File: src/rtl/calc_pkg.sv
// Shared constants, key opcodes and FSM states for the keypad calculator controller.
package calc_pkg;
  localparam int DIGITS_DEF = 4;
  localparam int OPW_DEF    = 14;
  localparam int RESW_DEF   = 28;

  localparam logic [2:0] OP_ADD = 3'd0;
  localparam logic [2:0] OP_SUB = 3'd1;
  localparam logic [2:0] OP_MUL = 3'd2;
  localparam logic [2:0] OP_DIV = 3'd3;
  localparam logic [2:0] OP_EQ  = 3'd4;
  localparam logic [2:0] OP_CLR = 3'd5;

  localparam logic [1:0] ALU_ADD = 2'd0;
  localparam logic [1:0] ALU_DIV = 2'd3;

  typedef enum logic [2:0] {
    ENTER_A, ENTER_B, EXEC, SHOW, ERROR
  } calc_state_e;
endpackage

File: src/rtl/calc_digit_accum.sv
// Decimal operand register with digit counter: clear, direct load, or shift in one digit.
module calc_digit_accum #(
  parameter int DIGITS = 4,
  parameter int OPW    = 14,
  parameter int CNTW   = $clog2(DIGITS + 1)
) (
  input  logic            clk,
  input  logic            rst,
  input  logic            clr,
  input  logic            load,
  input  logic [OPW-1:0]  load_val,
  input  logic [CNTW-1:0] load_cnt,
  input  logic            acc,
  input  logic [3:0]      digit,
  output logic [OPW-1:0]  val,
  output logic [CNTW-1:0] cnt
);
  logic [OPW-1:0]  val_q, val_d;
  logic [CNTW-1:0] cnt_q, cnt_d;

  always_comb begin
    val_d = val_q;
    cnt_d = cnt_q;
    if (clr) begin
      val_d = '0;
      cnt_d = '0;
    end else if (load) begin
      val_d = load_val;
      cnt_d = load_cnt;
    end else if (acc && digit <= 4'd9 && cnt_q < CNTW'(DIGITS)) begin
      val_d = val_q * OPW'(10) + OPW'(digit);
      cnt_d = cnt_q + CNTW'(1);
    end
  end

  always_ff @(posedge clk or posedge rst) begin
    if (rst) begin
      val_q <= '0;
      cnt_q <= '0;
    end else begin
      val_q <= val_d;
      cnt_q <= cnt_d;
    end
  end

  assign val = val_q;
  assign cnt = cnt_q;
endmodule

File: src/rtl/calc_control.sv
// Keypad calculator sequencer: builds A/op/B from key events, runs the ALU handshake,
// latches the result and selects the displayed value.
module calc_control
  import calc_pkg::*;
#(
  parameter int DIGITS = DIGITS_DEF,
  parameter int OPW    = OPW_DEF,
  parameter int RESW   = RESW_DEF
) (
  input  logic                   clk,
  input  logic                   rst,
  input  logic                   key_valid,
  input  logic                   key_is_num,
  input  logic [3:0]             key_digit,
  input  logic [2:0]             key_op,
  output logic                   alu_start,
  output logic [OPW-1:0]         alu_a,
  output logic [OPW-1:0]         alu_b,
  output logic [1:0]             alu_op,
  input  logic                   alu_done,
  input  logic [RESW-1:0]        alu_result,
  output logic signed [RESW-1:0] display_value,
  output logic                   error,
  output logic                   busy
);
  localparam int CNTW = $clog2(DIGITS + 1);
  localparam logic [RESW-1:0] MAXV = RESW'(10**DIGITS - 1);

  calc_state_e     state_q, state_d;
  logic [1:0]      op_q, op_d, nop_q, nop_d;
  logic            chain_q, chain_d, start_q, start_d;
  logic [RESW-1:0] res_q, res_d;

  logic            a_clr, a_load, a_acc, b_clr, b_acc;
  logic [OPW-1:0]  a_load_val, a_val, b_val;
  logic [CNTW-1:0] a_load_cnt, a_cnt, b_cnt;

  logic       is_digit, is_arith, is_eq, is_clr, go_exec, res_ok;
  logic [1:0] chain_op;

  calc_digit_accum #(.DIGITS(DIGITS), .OPW(OPW), .CNTW(CNTW)) u_a (
    .clk(clk), .rst(rst), .clr(a_clr), .load(a_load), .load_val(a_load_val),
    .load_cnt(a_load_cnt), .acc(a_acc), .digit(key_digit), .val(a_val), .cnt(a_cnt)
  );

  calc_digit_accum #(.DIGITS(DIGITS), .OPW(OPW), .CNTW(CNTW)) u_b (
    .clk(clk), .rst(rst), .clr(b_clr), .load(1'b0), .load_val('0),
    .load_cnt('0), .acc(b_acc), .digit(key_digit), .val(b_val), .cnt(b_cnt)
  );

  assign is_digit = key_valid && key_is_num;
  assign is_arith = key_valid && !key_is_num && key_op <= OP_DIV;
  assign is_eq    = key_valid && !key_is_num && key_op == OP_EQ;
  assign is_clr   = key_valid && !key_is_num && key_op == OP_CLR;
  assign res_ok   = !res_q[RESW-1] && res_q <= MAXV;
  // A fused op from ENTER_B takes precedence over whatever key lands in SHOW.
  assign chain_op = chain_q ? nop_q : key_op[1:0];

  always_comb begin
    state_d    = state_q;
    op_d       = op_q;
    nop_d      = nop_q;
    chain_d    = chain_q;
    res_d      = res_q;
    start_d    = 1'b0;
    go_exec    = 1'b0;
    a_clr      = 1'b0;
    a_load     = 1'b0;
    a_load_val = '0;
    a_load_cnt = '0;
    a_acc      = 1'b0;
    b_clr      = 1'b0;
    b_acc      = 1'b0;
    if (is_clr) begin
      state_d = ENTER_A;
      a_clr   = 1'b1;
      b_clr   = 1'b1;
      op_d    = ALU_ADD;
      nop_d   = ALU_ADD;
      chain_d = 1'b0;
      res_d   = '0;
    end else begin
      case (state_q)
        ENTER_A: begin
          if (is_digit) a_acc = 1'b1;
          else if (is_arith) begin
            op_d    = key_op[1:0];
            b_clr   = 1'b1;
            state_d = ENTER_B;
          end
        end
        ENTER_B: begin
          if (is_digit) b_acc = 1'b1;
          else if (is_arith) begin
            if (b_cnt == '0) op_d = key_op[1:0];
            else begin
              nop_d   = key_op[1:0];
              chain_d = 1'b1;
              go_exec = 1'b1;
            end
          end else if (is_eq && b_cnt != '0) go_exec = 1'b1;
          if (go_exec) begin
            state_d = EXEC;
            start_d = !(op_q == ALU_DIV && b_val == '0);
          end
        end
        EXEC: begin
          if (op_q == ALU_DIV && b_val == '0) state_d = ERROR;
          else if (alu_done) begin
            res_d   = alu_result;
            state_d = SHOW;
          end
        end
        SHOW: begin
          if (chain_q || is_arith) begin
            chain_d = 1'b0;
            if (res_ok) begin
              a_load     = 1'b1;
              a_load_val = res_q[OPW-1:0];
              a_load_cnt = CNTW'(DIGITS);
              op_d       = chain_op;
              b_clr      = 1'b1;
              state_d    = ENTER_B;
            end else state_d = ERROR;
          end else if (is_digit && key_digit <= 4'd9) begin
            a_load     = 1'b1;
            a_load_val = OPW'(key_digit);
            a_load_cnt = CNTW'(1);
            state_d    = ENTER_A;
          end
        end
        default: ;
      endcase
    end
  end

  always_ff @(posedge clk or posedge rst) begin
    if (rst) begin
      state_q <= ENTER_A;
      op_q    <= ALU_ADD;
      nop_q   <= ALU_ADD;
      chain_q <= 1'b0;
      start_q <= 1'b0;
      res_q   <= '0;
    end else begin
      state_q <= state_d;
      op_q    <= op_d;
      nop_q   <= nop_d;
      chain_q <= chain_d;
      start_q <= start_d;
      res_q   <= res_d;
    end
  end

  always_comb begin
    case (state_q)
      ENTER_A: display_value = RESW'(a_val);
      ENTER_B: display_value = (b_cnt != '0) ? RESW'(b_val) : RESW'(a_val);
      EXEC:    display_value = RESW'(b_val);
      SHOW:    display_value = res_q;
      default: display_value = '0;
    endcase
  end

  assign alu_start = start_q;
  assign alu_a     = a_val;
  assign alu_b     = b_val;
  assign alu_op    = op_q;
  assign error     = (state_q == ERROR);
  assign busy      = (state_q == EXEC);
endmodule

File: config.mk
export PLATFORM = sky130hd
export DESIGN_NAME = calc_control
export DESIGN_NICKNAME = d
export VERILOG_FILES = /design/src/rtl/calc_pkg.sv /design/src/rtl/calc_digit_accum.sv /design/src/rtl/calc_control.sv
export SDC_FILE = /design/constraint.sdc
export NUM_CORES = 1
export LEC_CHECK = 0
export ABC_AREA = 0
export ABC_CLOCK_PERIOD_IN_PS = 8700
export BUFFER_PORTS_ARGS = -buffer_cell sky130_fd_sc_hd__buf_2
export CAP_MARGIN = 10
export CORE_MARGIN = 3
export CORE_UTILIZATION = 40
export DETAILED_ROUTE_END_ITERATION = 8
export GPL_TIMING_DRIVEN = 0
export HOLD_SLACK_MARGIN = 0.06
export PLACE_DENSITY = 0.68
export SKIP_LAST_GASP = 1
export SYNTH_ARGS = -nofsm -noshare
export SYNTH_HDL_FRONTEND = slang
export SYNTH_HIERARCHICAL = 1
export SYNTH_SLANG_ARGS = --single-unit
File: constraint.sdc
create_clock -name clk -period 8.7 [get_ports clk]
set_input_delay 0 -clock clk [delete_from_list [all_inputs] [get_ports clk]]
set_output_delay 0 -clock clk [all_outputs]
set_load 0.01 [all_outputs]
==> results of run 1 <==
synth_stat cells, drive strengths merged (6+ instances only):
library cell	count	area, um^2
nor2	74	280
dfrtp	71	1780
a21oi	62	310
nand2	52	195
ha	46	576
inv	34	128
a22o	32	282
clkbuf	24	90.1
o21ai	17	88.8
xor2	16	155
a222oi	14	140
and3	14	87.6
xnor2	14	123
nand3	13	70.1
and2	12	76.3
buf	10	51.3
nor2b	9	58.8
a21o	8	60.1
nand2b	8	50.1
nor4	8	56.3
mux2i	7	70.1
or3	7	43.8
a311o	6	61.3
nand4	6	37.5
nor3b	6	50.1
report_power, final:
| part | total (W) | switching (W) | internal (W) |
|---|---|---|---|
| registers | 0.000630 | 0.000175 | 0.000455 |
| logic | 0.00115 | 0.000644 | 0.000503 |
| clock network | 0.000398 | 0.000140 | 0.000258 |
| total | 0.00218 | 0.000960 | 0.00122 |
layout make-up:
cell class	count	area, um^2	share of cell area
Buffer	34	141	0.0200
Clock buffer	10	239	0.0338
Clock inverter	5	81.3	0.0115
Inverter	34	128	0.0181
Multi-Input combinational cell	527	3670	0.519
Sequential cell	71	1780	0.252
Tap cell	176	220	0.0312
Timing Repair Buffer	131	811	0.115
worst paths after layout:
kind | start | to
min reg2reg | nop_q[0] | nop_q[0]
min | key_op[2] | alu_start
max in group asynchronous | rst | alu_op[0]
min in group asynchronous | rst | u_b/val[1]
max | u_a/val[1] | u_a/val[13]
max reg2reg | u_a/val[1] | u_a/val[13]
registers in the layout, indices dropped and copies added, names as in the netlist:
signal,flops
alu_op,2
alu_start,1
chain_q,1
nop_q,2
res_q,28
state_q,3
u_a/cnt,3
u_a/val,14
u_b/cnt,3
u_b/val,14
worst min-delay path: cells and delay by family:
| kind | cells | cell delay, ns |
|---|---|---|
| AOI/OAI and AO/OA | 1 | 0.08 |
| buffers and inverters | 1 | 0.13 |
| and+or+nand+nor | 2 | 0.15 |
routing by layer:
layer / share of wire / track usage
met1: 0.44 / 0.298
met4: 0.034 / 0.0767
met5: 0 / 0
met2: 0.47 / 0.349
met3: 0.050 / 0.0296
timing repair:
item / 4_1_cts / 5_1_grt
endpoints found under the hold margin: 104 / 0
resized for setup: 0 / 0
hold buffers: 31 / 0
logic make-up after synthesis:
kind of cell,Yosys count,share of synthesized area
other,1,0.000664
adder cells (fa/ha/maj),50,0.116
flip-flops,71,0.315
AO/OA/AOI/OAI,182,0.232
multiplexers,7,0.0124
AND/OR/NAND/NOR,239,0.228
XOR/XNOR,30,0.0492
buffers and inverters,68,0.0477
stage by stage:
stage | cell area (um^2) | total power (W) | setup slack [ns] | hold WS, ns | instances
2_1_floorplan | 5710 | 0.00141 | 5.65 | -0.0739 | 666
5_1_grt | 7060 | 0.00234 | 4.90 | 0.112 | 988
3_3_place_gp | 6430 | 0.00174 | 5.28 | 0.153 | 942
6_report | 7060 | 0.00218 | 5.16 | 0.0715 | 988
4_1_cts | 7060 | 0.00217 | 5.18 | 0.0622 | 988
3_5_place_dp | 6430 | 0.00176 | 5.23 | 0.153 | 942
==> impl.org, run 1 <==
** Global routing
- The via count of the first global-routing pass came to 5,219.
- Pin count of the biggest net entering global routing :: 38
- GRT Util Overall :: 0.216
- Wire length of the first global-routing pass :: 27,500 um
- Gr ovfl total :: 0
- The initial antenna violation count is 0.

** Worst setup path
- Count of cell instances traversed by the critical path :: 10
- Slowest cell on the critical path :: sky130_fd_sc_hd__nor4_1
- CP dominant cell by count :: sky130_fd_sc_hd__ha_1
- STA puts the critical path data required time at a little under 9 ns.
- For flop-to-flop paths, the worst setup slack is a little over 5 ns.
- For the worst setup path, the data arrival time is ~3.7 ns.
- Cells along the critical path :: ha_1 > ha_1 > fa_1 > a21oi_1 > o2bb2ai_1 > o41ai_1 > xor2_1 > nor4_1 > mux2i_1 > o2111ai_1
- The worst setup path is of the flip-flop to flip-flop kind.
- Type of destination of the critical path :: flip-flop
- Startpoint class of the critical path :: flip-flop
- In this design, the stage delay of the slowest critical-path cell is around 0.63 ns.
- The critical path contains buffers and inverters numbering 0 combined.
- Count of cells along the worst register-to-register path :: 10
- On the critical path the largest part of the delay comes from adder cells.
- Crit path max fanout :: 6

** Clock network
- Buffers from clock root to sink, at most :: 2
- The later pin in the worst-skew pair is clocked with a latency of 0.33 ns.
- After clock tree synthesis, the clock-pin slew on the worst setup and hold paths is 0.06 ns.
- Once the clock tree was built, the setup fixing pass inserted 0 buffers.
- Root Buffer Master :: sky130_fd_sc_hd__clkbuf_16
- The H-tree was split into 3 levels.
- Clock tree from TritonCTS :: yes
- Counting the buffers created by CTS gives 9.
- Clock Sink Count :: just over 70

** STA
- Slew at the pin closest to its max-slew limit :: 0.788 ns
- The worst path needs 3.54 ns of the cycle, external delays included.
- Setup violations remaining at the end of the flow were counted as 0.
- Setup repair after global routing left no endpoint under its margin.
- For the final database, setup skew stands at about 0.0057 ns.
- The count of endpoints failing hold in the final timing report is 0.
- In the finished design, the share of the clock period the worst path needs comes to 0.407.
- Maximum clock rate :: 283 MHz
- Final Max Slew Viols :: 0
- Setup tns final :: 0 ns
- Headroom to the max-slew limit came out at 0.474.

** Final layout
- 0 antenna diodes ended up in the layout.
- After filler insertion, the fill cell instance count of the layout stands at about 1.2k.
- The top cell types in the final layout, fill and taps aside, are sky130_fd_sc_hd__buf_2, sky130_fd_sc_hd__nor2_1, sky130_fd_sc_hd__dfrtp_1, sky130_fd_sc_hd__a21oi_1, sky130_fd_sc_hd__nand2_1.
- In the final layout, the share of cells above drive strength 1 is 0.187.
- Net count, final :: 898
- Core Util, Final :: 0.523
- Relative to the synthesized area, the layout overhead comes to 25.1%.
- The library cell used most frequently in the layout, excluding fill and tap cells, is sky130_fd_sc_hd__buf_2.

** Status
- Run status :: complete, no violations

** Floorplan
- Total Die Area :: 15,600 um^2
- I/O pin total :: 101
- From bottom edge to top edge, the die measures 125 um.
- Die Width :: 125 um
- Initial core utilization :: 0.418
- Area of the core region :: 13,500 um^2
- Count of standard-cell rows :: 42

** Placed design
- Input and output buffers added on the ports amount to 100.
- Routability-driven placement finished with a final weighted congestion of ~0.90.
- The wire-length estimate of the detail-placed layout is 12,900 um.

** Logic synthesis
- Mean post-synth cell area :: 8.71 um^2
- For this run, the number of Yosys warnings is 6.
- Counting flops with an async set or reset pin after synthesis yields a share of 1.00.
- Flops & latches, synth :: 71
- The share of the Yosys chip area taken by registers is 0.315.
- Post-synth EDFFs :: 0
- Number of distinct library cell variants in the gate-level netlist after synthesis :: 76
- The most used flip-flop cell after synthesis is sky130_fd_sc_hd__dfrtp_1.
- Synthesis handed over a netlist of 648 instances.
- After synthesis the cells add up to 5650 um^2.

** Route
- DR vias/cell :: 5.63
- Before antenna repair, the detailed router went through 5 iterations.
- Mean routed wirelength per cell :: around 17 um
- Number of routed nets with antenna violations :: 0
- In this run, the number of DRC markers left after iteration 0 of detailed routing was 666.
- Summing over every cut layer, the via total after detailed routing is 5,561.
- DRC Markers :: 0
- Post-Route WL :: 17,100 um

** Run
- The tool flagged a number of max-cap violations equal to 0.

** Pwr
- Maximum VDD drop :: approximately 110 uV
- For this design the static power due to leakage is 3.51 nW.
- Dividing total power by cell area gives a power density of 308 nW/um^2.

** Worst hold path
- Counting instances, the worst hold path has a depth of 4.
- HP Class :: input port to flip-flop
Note: power is estimated with default switching activity, not from simulation.
==> run 2: changes to the inputs <==
Settings changed: ABC_CLOCK_PERIOD_IN_PS 8700 to 3600.
Clock period 8.7 ns to 3.6 ns, I/O delays scaled along.
==> impl.org, run 2 (synthesis results as in run 1) <==
** Status
- Run status :: complete, no violations

** Clock network
- Clock transition time at the flip-flop clock pins of the worst setup and hold paths :: 0.06 ns (about the same)
- The buffer depth of the longest clock path was 2 (unchanged).
- The source-to-sink clock delay at the later pin of the worst-skew pair is 0.33 ns (about the same).
- The number of clock sinks seen by CTS was 71 (unchanged).
- TritonCTS built the clock tree.
- Number of buffers inserted during clock tree synthesis :: 9 (unchanged)
- Root Buffer Master :: sky130_fd_sc_hd__clkbuf_16
- The deepest level of the CTS H-tree was 3 (unchanged).

** STA
- Final Hold Violating Endpoints :: 0 (unchanged)
- The minimum clock period after layout is 3.34 ns (-0.201 ns).
- The setup skew after layout is 0.00639 ns (+0.000666 ns).
- RSZ-0062 raised after global routing :: false
- Final cycle utilization of the critical path :: 0.927 (+0.520)
- The achievable frequency came to 300 MHz (+6.0%).
- Rel. slew slack :: 0.464 (-0.00963)
- Slew at the pin closest to its max-slew limit :: 0.798 ns (+0.00946 ns)
- Final Max Slew Viols :: 0 (unchanged)
- The final total negative setup slack was 0 ns (unchanged).
- The number of endpoints failing setup at the final stage came to 0 (unchanged).

** Final layout
- Net count, final :: 898 (unchanged)
- Share of final-layout standard cells stronger than drive strength 1 :: 0.190 (+0.00246)
- Number of fill cells :: 1,242 (+0.081%)
- The post-layout instance count excluding filler cells is 988 (unchanged).
- More flip-flops sit in one register than any other, and that register is res_q.
- The flip-flop count of the largest register after layout came to 28 (unchanged).
- The library cell used most frequently in the layout, excluding fill and tap cells, is sky130_fd_sc_hd__buf_2.
- The area growth from synthesis to layout is 25.4%.
- Core Util, Final :: 0.524 (+0.000927)
- Antenna diode instance count :: 0 (unchanged)
- In the layout the commonest cells are sky130_fd_sc_hd__buf_2, sky130_fd_sc_hd__nor2_1, sky130_fd_sc_hd__dfrtp_1, sky130_fd_sc_hd__a21oi_1, sky130_fd_sc_hd__nand2_1.

** Placed design
- Placer's final routability congestion estimate :: 0.904 (unchanged)
- The count of input and output buffers was 100 (unchanged).
- The HPWL after detailed placement is 12,900 um (unchanged).
- The number of placed instances with taps included came to 942 (unchanged).

** Worst setup path
- R2R Path End :: u_a/val[13]
- Walking the worst path, the cells encountered are ha_1 > ha_1 > fa_1 > a21oi_1 > o2bb2ai_1 > o41ai_1 > xor2_1 > nor4_2 > mux2i_1 > o2111ai_1.
- Worst setup path startpoint :: u_a/val[3]
- Counting stages on the worst path, the most repeated cell is sky130_fd_sc_hd__ha_1.
- STA classifies the critical path startpoint as a flip-flop.
- The depth of the worst register-to-register path was 10 (unchanged).
- Required time at the worst-slack endpoint :: 3.79 ns (-5.10 ns)
- The largest stage delay on the critical path is 0.46 ns (-0.17 ns).
- Crit path max fanout :: 5 (-1)
- In this run the critical register-to-register path is launched from u_a/val[3].
- The arrival time of the worst setup path came to 3.53 ns (-0.20 ns).
- The register-to-register path setup slack is 0.26 ns (-4.90 ns).
- Critical path destination :: u_a/val[13]
- STA classifies the critical path endpoint as a flip-flop.
- The critical path is of the flip-flop to flip-flop type.
- Slowest cell on the critical path :: sky130_fd_sc_hd__dfrtp_1

** Route
- DR vias/cell :: 5.63 (about the same)
- Overall via count from detail_route :: 5,562 (+0.018%)
- Mean routed wirelength per cell :: 17.3 um (-0.11%)
- Length of the first detailed-routing pass in iterations :: 5 (unchanged)
- Number of routed nets with antenna violations :: 0 (unchanged)
- The DRC violation total after the first TritonRoute iteration is 575 (-14%).
- The total wirelength of the detailed-routed design was 17,000 um (-0.11%).
- DRC Markers :: 0 (unchanged)

** Global routing
- Vias in the first global route :: 5,219 (unchanged)
- The first-pass GRT wire length was 27,500 um (unchanged).
- The pin count of the biggest net entering global routing came to 38 (unchanged).
- GRT Util Overall :: 0.216 (unchanged)
- The initial antenna violation count is 0 (unchanged).
- The residual overflow from global routing is 0 (unchanged).

** Pwr
- Maximum VDD drop :: 272 uV (+140%)
- The leakage component of the power is 3.51 nW (about the same).
- The power per cell area came to 744 nW/um^2 (+140%).

** Floorplan
- Initial core utilization :: 0.418 (unchanged)
- I/O pin total :: 101 (unchanged)
- Total Die Area :: 15,600 um^2 (unchanged)
- The vertical die dimension is 125 um (unchanged).
- The total number of placement rows came to 42 (unchanged).
- Die Width :: 125 um (unchanged)
- The core region area is 13,500 um^2 (unchanged).

** Run
- The max-cap check violation count is 0 (unchanged).

** Worst hold path
- HP Class :: input port to flip-flop
==> run 2: cell types whose count changed in the layout (fill, tap and decap cells not counted) <==
cell / change
sky130_fd_sc_hd__nor4_2: +2
sky130_fd_sc_hd__nor4_1: -2
==> run 2: per-stage QoR <==
step	hold WS (ns)	instance area [um^2]	worst slack [ns]	power [W]
2_1_floorplan	-0.0739	5710	0.546	0.00341
3_3_place_gp	0.153	6430	0.183	0.00421
3_5_place_dp	0.153	6430	0.127	0.00424
4_1_cts	0.0622	7060	0.0786	0.00525
5_1_grt	0.112	7080	0.00571	0.00568
6_report	0.0737	7080	0.262	0.00526
==> run 2: repair_timing <==
item / in CTS / in global routing
buffers inserted: 0 / 0
resized for setup: 0 / 2
setup endpoints to repair: 0 / 2
hold endpoints to repair: 104 / 0
hold buffers: 31 / 0
==> run 2: worst min-delay path by stage <==
stage / startpoint / to / slack (ns) / cells after the start
4_1_cts: key_is_num / alu_start / 0.06 / 4
3_3_place_gp: rst / u_b/val[0] / 0.15 / 2
2_1_floorplan: rst / u_a/cnt[0] / -0.07 / 1
6_report: key_op[2] / alu_start / 0.07 / 4
5_1_grt: key_op[2] / alu_start / 0.11 / 4
3_5_place_dp: rst / u_b/val[0] / 0.15 / 2
==> run 2: critical path, delay by kind of cell, from the launching register on <==
family / cells / cell delay [ns]
XOR/XNOR: 1 / 0.18
AO/OA/AOI/OAI: 4 / 0.89
multiplexers: 1 / 0.26
adder cells (fa/ha/maj): 3 / 0.96
flip-flops: 1 / 0.46
AND/OR/NAND/NOR: 1 / 0.44
==> run 2: layer usage <==
metal,track usage,up-vias,share of wire
li1,-,2694,-
met1,0.298,2646,0.44
met2,0.349,184,0.48
met3,0.0296,38,0.054
met4,0.0767,0,0.030
met5,0,-,0
==> run 2: area by class of cell <==
type,instances,area [um^2],share of cell area
multi-input cells,527,3680,0.520
clock buffers,10,239,0.0338
flip-flops and latches,71,1780,0.251
repair buffers,131,811,0.115
inverters,34,128,0.0180
clock inverters,5,81.3,0.0115
well taps,176,220,0.0311
plain buffers,34,141,0.0200
==> run 2: power by group <==
group / internal [W] / switching (W)
Combinational: 0.00122 / 0.00156
Clock: 0.000622 / 0.000339
Sequential: 0.00110 / 0.000425
Total: 0.00294 / 0.00232
==> run 3: changes to the inputs <==
==> constraint.sdc (replaced) <==
create_clock -name clk -period 3.6 [get_ports clk]
set_input_delay 0.36 -clock clk [delete_from_list [all_inputs] [get_ports clk]]
set_output_delay 0.36 -clock clk [all_outputs]
set_load 0.01 [all_outputs]
==> impl.org, run 3 (synthesis results as in run 1) <==
** Clock network
- Number of buffers inserted during clock tree synthesis :: 9 (unchanged)
- Buffers from clock root to sink, at most :: 2 (unchanged)
- The clock transition at the register clock pins on the worst setup and hold paths after CTS was 0.06 ns (about the same).
- The deepest level of the CTS H-tree came to 3 (unchanged).
- The tree is rooted in a sky130_fd_sc_hd__clkbuf_16.
- Buffers inserted by post-CTS timing repair :: 0 (unchanged)
- The source-to-sink clock delay at the later pin of the worst-skew pair was 0.33 ns (about the same).
- Clock Sink Count :: 71 (unchanged)
- The quantity of hold-fixing buffers added after cts is 0 (-100%).
- Clock tree from TritonCTS :: yes

** Run
- Count of max-cap constraint violations :: 0 (unchanged)

** Worst setup path
- Worst setup path startpoint :: u_a/val[3]
- Critical path destination :: u_a/val[13]
- Count of cells along the worst register-to-register path :: 10 (unchanged)
- Among all stages on the critical path, the largest delay is contributed by sky130_fd_sc_hd__dfrtp_1.
- R2R Path End :: u_a/val[13]
- The register-to-register path setup slack came to 0.25 ns (about the same).
- The required arrival time at the worst endpoint came to 3.79 ns (about the same).
- The startpoint identified for the worst register-to-register timing path is u_a/val[3].
- Crit path max fanout :: 5 (unchanged)
- Highest cell delay on the worst timing path :: 0.46 ns (about the same)
- Startpoint class of the critical path :: flip-flop
- Cells along the critical path :: ha_1 > ha_1 > fa_1 > a21oi_1 > o2bb2ai_1 > o41ai_1 > xor2_1 > nor4_2 > mux2i_1 > o2111ai_1
- The worst setup path is captured at a flip-flop.
- The critical path in this run is classified as flip-flop to flip-flop.
- Counting stages on the worst path, the most repeated cell is sky130_fd_sc_hd__ha_1.
- Critical Path AT :: 3.54 ns (about the same)

** Floorplan
- The die span in x came to 125 um (unchanged).
- Total Die Area :: 15,600 um^2 (unchanged)
- Initial core utilization :: 0.418 (unchanged)
- Area of the core region :: 13,500 um^2 (unchanged)
- Die Ht :: 125 um (unchanged)
- The total I/O pin count was 101 (unchanged).
- Count of standard-cell rows :: 42 (unchanged)

** Final layout
- Antenna diode instance count :: 0 (unchanged)
- Leaving out fill and tap cells, the most frequent cells in the layout are sky130_fd_sc_hd__buf_2, sky130_fd_sc_hd__nor2_1, sky130_fd_sc_hd__dfrtp_1, sky130_fd_sc_hd__a21oi_1, sky130_fd_sc_hd__nand2_1.
- Flip-flop count of the largest register after layout :: 28 (unchanged)
- Share of final-layout standard cells stronger than drive strength 1 :: 0.197 (+0.00753)
- The final design utilization came to 0.501 (-0.0230).
- The fill cell total of the finished layout is 1,291 (+3.9%).
- Relative to the synthesized area, the layout overhead comes to 19.9%.
- Net count, final :: 867 (-3.5%)
- Most frequent standard cell in the layout excluding fill and tap cells :: sky130_fd_sc_hd__buf_2
- Ranked by flip-flop count, first place goes to res_q.

** Route
- The overall via count from detail_route came to 5,422 (-2.5%).
- The routed length per placed instance came to 17.3 um (about the same).
- The total wirelength of the detailed-routed design came to 16,500 um (-3.1%).
- Initial drt markers :: 525 (-8.7%)
- Length of the first detailed-routing pass in iterations :: 5 (unchanged)
- DRC Markers :: 0 (unchanged)
- DR vias/cell :: 5.67 (+0.64%)
- The remaining antenna violation count was 0 (unchanged).

** Pwr
- Maximum VDD drop :: 270 uV (-0.49%)
- Lkg Pwr :: 3.38 nW (-3.7%)
- The power per cell area was 773 nW/um^2 (+3.9%).

** Global routing
- Wire length of the first global-routing pass :: 26,700 um (-3.0%)
- GRT Util Overall :: 0.210 (-0.00635)
- The pin count of the biggest net entering global routing is 38 (unchanged).
- Initial antenna violation count :: 0 (unchanged)
- The residual overflow from global routing was 0 (unchanged).
- The via count of the first global-routing pass was 5,045 (-3.3%).

** Placed design
- The HPWL after detailed placement is 12,900 um (unchanged).
- The count of input and output buffers was 100 (unchanged).
- The weighted congestion at the end of routability-driven global placement was 0.904 (unchanged).

** Worst hold path
- HP Class :: input port to asynchronous set/reset pin

** Status
- The flow ran to the end, and the final reports show no timing, DRC or antenna violations.

** STA
- Count of final setup violators :: 0 (unchanged)
- Slew at the pin closest to its max-slew limit :: 0.791 ns (-0.00652 ns)
- The remaining max-slew budget at the tightest pin came to 0.469 (+0.00438).
- Worst Clk Skew :: 0.00723 ns (+0.000842 ns)
- Maximum clock rate :: 298 MHz (-0.41%)
- The count of final max-slew check failures was 0 (unchanged).
- Setup tns final :: 0 ns (unchanged)
- Final cycle utilization of the critical path :: 0.931 (+0.00378)
- Min Tclk post-route :: 3.35 ns (+0.0136 ns)
- RSZ-0062 raised after global routing :: false
- The count of endpoints failing hold in the final timing report came to 0 (unchanged).
## run 3: cell types whose count changed in the layout (fill, tap and decap cells not counted)
| cell | change |
|---|---|
| sky130_fd_sc_hd__dlygate4sd3_1 | -31 |
## run 3: power by group
group	switching (W)	leakage [nW]	internal, W	total (W)
clock	0.000335	0.155	0.000622	0.000957
combinational	0.00156	2.32	0.00120	0.00275
sequential	0.000419	0.906	0.00110	0.00152
total	0.00231	3.38	0.00292	0.00523
## run 3: worst min-delay path by stage
stage                     slack [ns]          to  cells past startpoint  startpoint
final                           0.15  u_b/val[1]                      2         rst
after floorplan                 0.29  u_a/cnt[0]                      1         rst
after detailed placement        0.51  u_b/val[0]                      2         rst
after CTS                       0.16  u_b/val[1]                      2         rst
after global routing            0.19  u_b/val[2]                      2         rst
after global placement          0.50    nop_q[0]                      2    nop_q[0]
## run 3: metrics by stage
step / setup slack, ns / hold WS [ns] / area, um^2 / std cells / power (W)
after floorplan: 0.546 / 0.286 / 5710 / 666 / 0.00341
after global placement: 0.183 / 0.503 / 6430 / 942 / 0.00421
after detailed placement: 0.127 / 0.510 / 6430 / 942 / 0.00424
after CTS: 0.0786 / 0.159 / 6750 / 957 / 0.00522
after global routing: 0.00569 / 0.195 / 6770 / 957 / 0.00565
final: 0.248 / 0.147 / 6770 / 957 / 0.00523
## run 3: worst max-delay path, delay by kind of cell (launching register included)
family,cells,cell delay [ns]
flip-flops,1,0.46
adder cells (fa/ha/maj),3,0.96
AO/OA/AOI/OAI,4,0.91
XOR/XNOR,1,0.18
AND/OR/NAND/NOR,1,0.44
multiplexers,1,0.26
## run 3: repair_timing
| item | CTS | global route |
|---|---|---|
| resized for setup | 0 | 2 |
| setup endpoints to repair | 0 | 2 |
| hold endpoints to repair | 0 | 0 |
## run 3: final cells by class
class / instances / area, um^2 / area share
buffer: 34 / 141 / 0.0209
clock buffer: 10 / 239 / 0.0353
clock inverter: 5 / 81.3 / 0.0120
inverter: 34 / 128 / 0.0189
multi-input combinational: 527 / 3680 / 0.544
sequential: 71 / 1780 / 0.263
tap: 176 / 220 / 0.0325
timing repair buffer: 100 / 500 / 0.0740
## run 3: per-layer routing
metal	wire length [um]	up-vias	track usage	part of all wire
li1	-	2631	-	-
met1	7450	2596	0.292	0.45
met2	7900	172	0.341	0.48
met3	842	23	0.0309	0.051
met4	327	0	0.0587	0.020
met5	0	-	0	0
